===== src/rtl/wb_regfile_pkg.sv =====
// Shared pipeline constants for the writeback register file.
package wb_regfile_pkg;
  localparam int DATA_W   = 32;
  localparam int ADDR_W   = 5;
  localparam int NUM_REGS = 1 << ADDR_W;

  localparam logic [DATA_W-1:0] REG_RESET = '0;
endpackage


===== src/rtl/wb_regfile_select.sv =====
// Writeback value select: memory load data or ALU result.
module wb_select #(
  parameter int DATA_W = wb_regfile_pkg::DATA_W
) (
  input  logic              sel,
  input  logic [DATA_W-1:0] mem_data,
  input  logic [DATA_W-1:0] alu_data,
  output logic [DATA_W-1:0] data
);
  assign data = sel ? mem_data : alu_data;
endmodule


===== src/rtl/wb_regfile.sv =====
// Writeback-stage register file with two combinational read ports and a retire counter.
// Define WB_REGFILE_BYPASS_EN to forward a same-cycle committing write to the read ports.
module wb_regfile #(
  parameter int DATA_W = wb_regfile_pkg::DATA_W,
  parameter int ADDR_W = wb_regfile_pkg::ADDR_W
) (
  input  logic              clk,
  input  logic              reset,
  input  logic              enable,
  input  logic              MemtoReg,
  input  logic              RegWrite,
  input  logic [DATA_W-1:0] ReadData,
  input  logic [DATA_W-1:0] ALUResult,
  input  logic [ADDR_W-1:0] WriteRegister,
  input  logic [ADDR_W-1:0] ReadRegister1,
  input  logic [ADDR_W-1:0] ReadRegister2,
  output logic [DATA_W-1:0] ReadData1,
  output logic [DATA_W-1:0] ReadData2,
  output logic [DATA_W-1:0] WriteData_Out,
  output logic [31:0]       RetireCount
);
  import wb_regfile_pkg::*;

  localparam int REGS = 1 << ADDR_W;

  logic [DATA_W-1:0] regs_reg [REGS];
  logic [31:0]       count_reg;
  logic              commit;
  logic [ADDR_W-1:0] rd_addr [2];
  logic [DATA_W-1:0] rd_data [2];

  wb_select #(.DATA_W(DATA_W)) u_wb_select (
    .sel      (MemtoReg),
    .mem_data (ReadData),
    .alu_data (ALUResult),
    .data     (WriteData_Out)
  );

  // Reset is folded in so the bypass below is also suppressed while in reset.
  assign commit = !reset && enable && RegWrite && (WriteRegister != '0);

  always_ff @(posedge clk) begin
    if (reset) begin
      for (int i = 0; i < REGS; i++) regs_reg[i] <= DATA_W'(REG_RESET);
      count_reg <= '0;
    end else if (commit) begin
      regs_reg[WriteRegister] <= WriteData_Out;
      count_reg               <= count_reg + 32'd1;
    end
  end

  assign rd_addr[0] = ReadRegister1;
  assign rd_addr[1] = ReadRegister2;

  genvar gi;
  generate
    for (gi = 0; gi < 2; gi++) begin : g_read
      always_comb begin
        rd_data[gi] = regs_reg[rd_addr[gi]];
`ifdef WB_REGFILE_BYPASS_EN
        if (commit && (rd_addr[gi] == WriteRegister)) rd_data[gi] = WriteData_Out;
`endif
        // Index 0 is hard-wired so it reads zero even before the first reset.
        if (rd_addr[gi] == '0) rd_data[gi] = '0;
      end
    end
  endgenerate

  assign ReadData1   = rd_data[0];
  assign ReadData2   = rd_data[1];
  assign RetireCount = count_reg;
endmodule


===== config.mk =====
export PLATFORM = sky130hd
export DESIGN_NAME = wb_regfile
export DESIGN_NICKNAME = d
export VERILOG_FILES = /design/src/rtl/wb_regfile_pkg.sv /design/src/rtl/wb_regfile_select.sv /design/src/rtl/wb_regfile.sv
export SDC_FILE = /design/constraint.sdc
export NUM_CORES = 2
export LEC_CHECK = 0
export CAP_MARGIN = 30
export CORE_ASPECT_RATIO = 1.5
export CORE_MARGIN = 5
export CORE_UTILIZATION = 50
export CTS_CLUSTER_DIAMETER = 80
export DETAILED_ROUTE_END_ITERATION = 8
export PLACE_DENSITY = 0.73
export SYNTH_ARGS = -nofsm -noshare
export SYNTH_HDL_FRONTEND = slang
export SYNTH_SLANG_ARGS = --single-unit

===== constraint.sdc =====
create_clock -name clk -period 5.3 [get_ports clk]
set_input_delay 1.06 -clock clk [delete_from_list [all_inputs] [get_ports clk]]
set_output_delay 1.06 -clock clk [all_outputs]
set_load 0.02 [all_outputs]

==> flow_metrics.py <==
metrics = {
    "synth": {
        "ys_top_cells_by_area": "edfxtp_1 (57%), mux4_2 (21%), nor2_1 (7.3%)",
        "async_flop_share_pct": 0,
        "yosysTopAreaCell": "edfxtp_1",
        "yosysSeqAreaShare_pct": 58.41,
        "synth_cells": 3763,
        "synth_xor_area_share_pct": 0.3097,
        "synth_top_area_share_pct": 57.22,
        "synth_top_family_by_area": "multiplexers",
        "synth_compound_area_share_pct": 3.174,
        "synthAdderAreaFrac_pct": 0.02328,
        "synth.most_common_cell": "nor2_1",
        "ys_ff_latch": 1056,
        "synth.distinct_cells": 45,
        "synthMuxAreaShare_pct": 25.93,
        "synthSimpleGateAreaFrac_pct": 8.950,
        "synthTopCellsByCount": "nor2_1 (1,038), edfxtp_1 (1,024), mux4_2 (512)",
        "synth-edff-count": 1024,
        "synth_warnings": 0,
        "synth_flop_cell": "edfxtp_1",
        "syn_area_um2": 53740,
        "post_synth.cell_area_avg_um2": 14.28,
    },
    "clock_network": {
        "post-cts-setup-buffers": 0,
        "holdBufCountCts": 0,
        "cts_root_buffer": "clkbuf_16",
        "cts_buffers": 97,
        "cts_tree": "yes",
        "clock_path_buffers": 3,
        "cts.reportedPaths.clkPinSlew_ns": 0.06,
        "cts_sinks": 1056,
        "cts_resized": 0,
        "h-tree-depth": 3,
        "clock_latency_ns": 0.71,
    },
    "outcome": {
        "status": "completed",
    },
    "timing": {
        "worst_pin_slew_ns": 1.063,
        "setup_viol": 0,
        "hold_viol": 0,
        "hold_ws_ns": 0.5033,
        "period_share_pct": 95.17,
        "period_minus_slack_ns": 5.044,
        "drv_slew": 0,
        "relSlewSlack_pct": 29.04,
        "fin_ws_ns": 0.2561,
        "rsz0062_at_grt": "no",
        "skew_ns": 0.01937,
        "fin_setup_tns_ns": 0,
        "max_freq_ghz": 0.1983,
    },
    "global_routing": {
        "grt_pass1_wl_mm": 250.5,
        "overflow": 0,
        "grt_pass1_vias": 37900,
        "grt_use_total_pct": 29.78,
        "antenna_found_initial": 7,
        "grt_max_degree": 66,
    },
    "finish": {
        "layout-drive-gt1-share_pct": 27.96,
        "nNetsFinal": 4040,
        "largest_reg_flops": 1024,
        "synthToLayoutAreaGrowth_pct": 15.82,
        "final_core_util_pct": 58.24,
        "finalInstanceArea_um2": 62240,
    },
    "detailed_routing": {
        "drc": 0,
        "viasPerCell": 6.777,
        "first_pass_iters": 8,
        "drt_first_iter_violations": 4904,
        "antenna_left": 0,
        "wl_per_cell_um": 31.74,
        "vias": 36940,
        "wl_mm": 173.0,
    },
    "power_and_ir_drop": {
        "p_comb_share_pct": 14.3,
        "p_leak_nw": 21.52,
        "sw_frac_of_total_pct": 25.29,
        "power.switching_mw": 5.024,
        "clkPwrFrac_pct": 36.4,
        "intPower_mw": 14.85,
        "ir_drop_uv": 280.1,
        "powerDensity_nw_per_um2": 319.3,
        "power_frac_seq_pct": 49.3,
    },
    "floorplanning": {
        "std_cell_rows": 147,
        "pin_count": 212,
        "start_util_pct": 50.29,
        "dieHeight_um": 411.5,
        "design.core.area_um2": 106900,
        "die_area_um2": 114300,
        "die_width_um": 277.7,
    },
    "min_path": {
        "hp-class": "reg -> reg",
    },
    "critical_path": {
        "max_stage_delay_ns": 0.65,
        "critical_path_arrival_ns": 3.98,
        "cp_cell_sequence": "clkbuf_8 > buf_12 > buf_4 > mux4_2 > mux2_2 > o21ai_0 > a31oi_1 > clkdlybuf4s50_1",
        "start_kind": "primary input",
        "critPathRequiredTime_ns": 4.24,
        "crit_type": "in -> out",
        "cpMaxStageDelayCell": "clkdlybuf4s50_1",
        "cp-end-kind": "output port",
        "critical_path_peak_fanout": 25,
    },
    "place": {
        "gp_congestion": 0.8918,
        "port_buffers": 211,
        "placed_area_um2": 58970,
        "post-place-ws_ns": 0.2928,
        "hpwl_mm": 112.4,
    },
    "run": {
        "cap_viol_max_count": 0,
    },
}
## per-stage QoR
stage	std cells	total power, mW
6_report	5451	19.87
5_1_grt	5449	20.38
4_1_cts	5448	19.85
3_5_place_dp	5270	12.76
3_3_place_gp	5270	12.69
2_1_floorplan	3794	11.54
## cells in the final DEF, fill, tap and decap left out, drive strengths merged, types with 8 or more instances in the layout
cell type,netlist,final
nor2b,8,8
nor2,1038,1038
buf,97,273
or3,11,11
inv,39,43
a31oi,49,49
edfxtp,1024,1024
nor4,8,8
nand3,9,9
xnor2,14,14
mux2,114,114
mux4,512,512
o21ai,73,73
a21oi,88,88
a22oi,49,49
clkinv,1,40
nand2,123,123
dfxtp,32,32
a221oi,15,15
clkbuf,296,127
clkdlybuf4s50,0,180
mux2i,112,112
conb,1,32
## power by group through the flow
stage / Clock [mW] / Sequential (mW) / Combinational [mW]
after global routing: 7.61 / 9.83 / 2.94
after floorplan: 0 / 9.88 / 1.67
after global placement: 0 / 9.92 / 2.77
final: 7.23 / 9.80 / 2.84
after detailed placement: 0 / 9.97 / 2.79
after CTS: 7.25 / 9.79 / 2.81
## worst max-delay path: cells and delay by family
family	cells	cell delay, ns
buffers and inverters	4	1.42
muxes	2	0.78
AOI/OAI and AO/OA	2	0.69
## cell type report
| cell class | count | area, um2 |
|---|---|---|
| Sequential cell | 1056 | 31390 |
| Antenna cell | 2 | 5.005 |
| Inverter | 40 | 150.1 |
| Clock buffer | 125 | 2753 |
| Tap cell | 1415 | 1770 |
| Multi-Input combinational cell | 2305 | 21280 |
| Clock inverter | 53 | 485.5 |
| Timing Repair Buffer | 455 | 4407 |
| Fill cell | 8031 | 44630 |
## worst paths after layout
kind / from / endpoint / slack [ns] / cells after the start
min reg2reg: RetireCount[25]$_SDFFE_PP0P_ / RetireCount[25]$_SDFFE_PP0P_ / 0.50 / 2
min: RetireCount[25]$_SDFFE_PP0P_ / RetireCount[25]$_SDFFE_PP0P_ / 0.50 / 2
max: ReadRegister1[0] / ReadData1[21] / 0.26 / 8
max reg2reg: RetireCount[3]$_SDFFE_PP0P_ / RetireCount[27]$_SDFFE_PP0P_ / 2.56 / 5
## logic make-up after synthesis
group	Yosys count
other	1
DFF	1056
buffers and inverters	433
adders and majority gates	1
AOI/OAI and AO/OA	282
muxes	738
and+or+nand+nor	1233
xor gates and xnor gates	19
## layer usage
metal / vias to the layer above / part of all wire, % / wire (um) / track usage, %
li1: 14670 / - / - / -
met1: 18720 / 32 / 55950 / 36.02
met2: 2856 / 49 / 85470 / 50.31
met3: 683 / 12 / 21070 / 7.562
met4: 8 / 6.0 / 10440 / 14.52
met5: - / 0.039 / 68 / 0
Power figures use the tool's default switching activity.
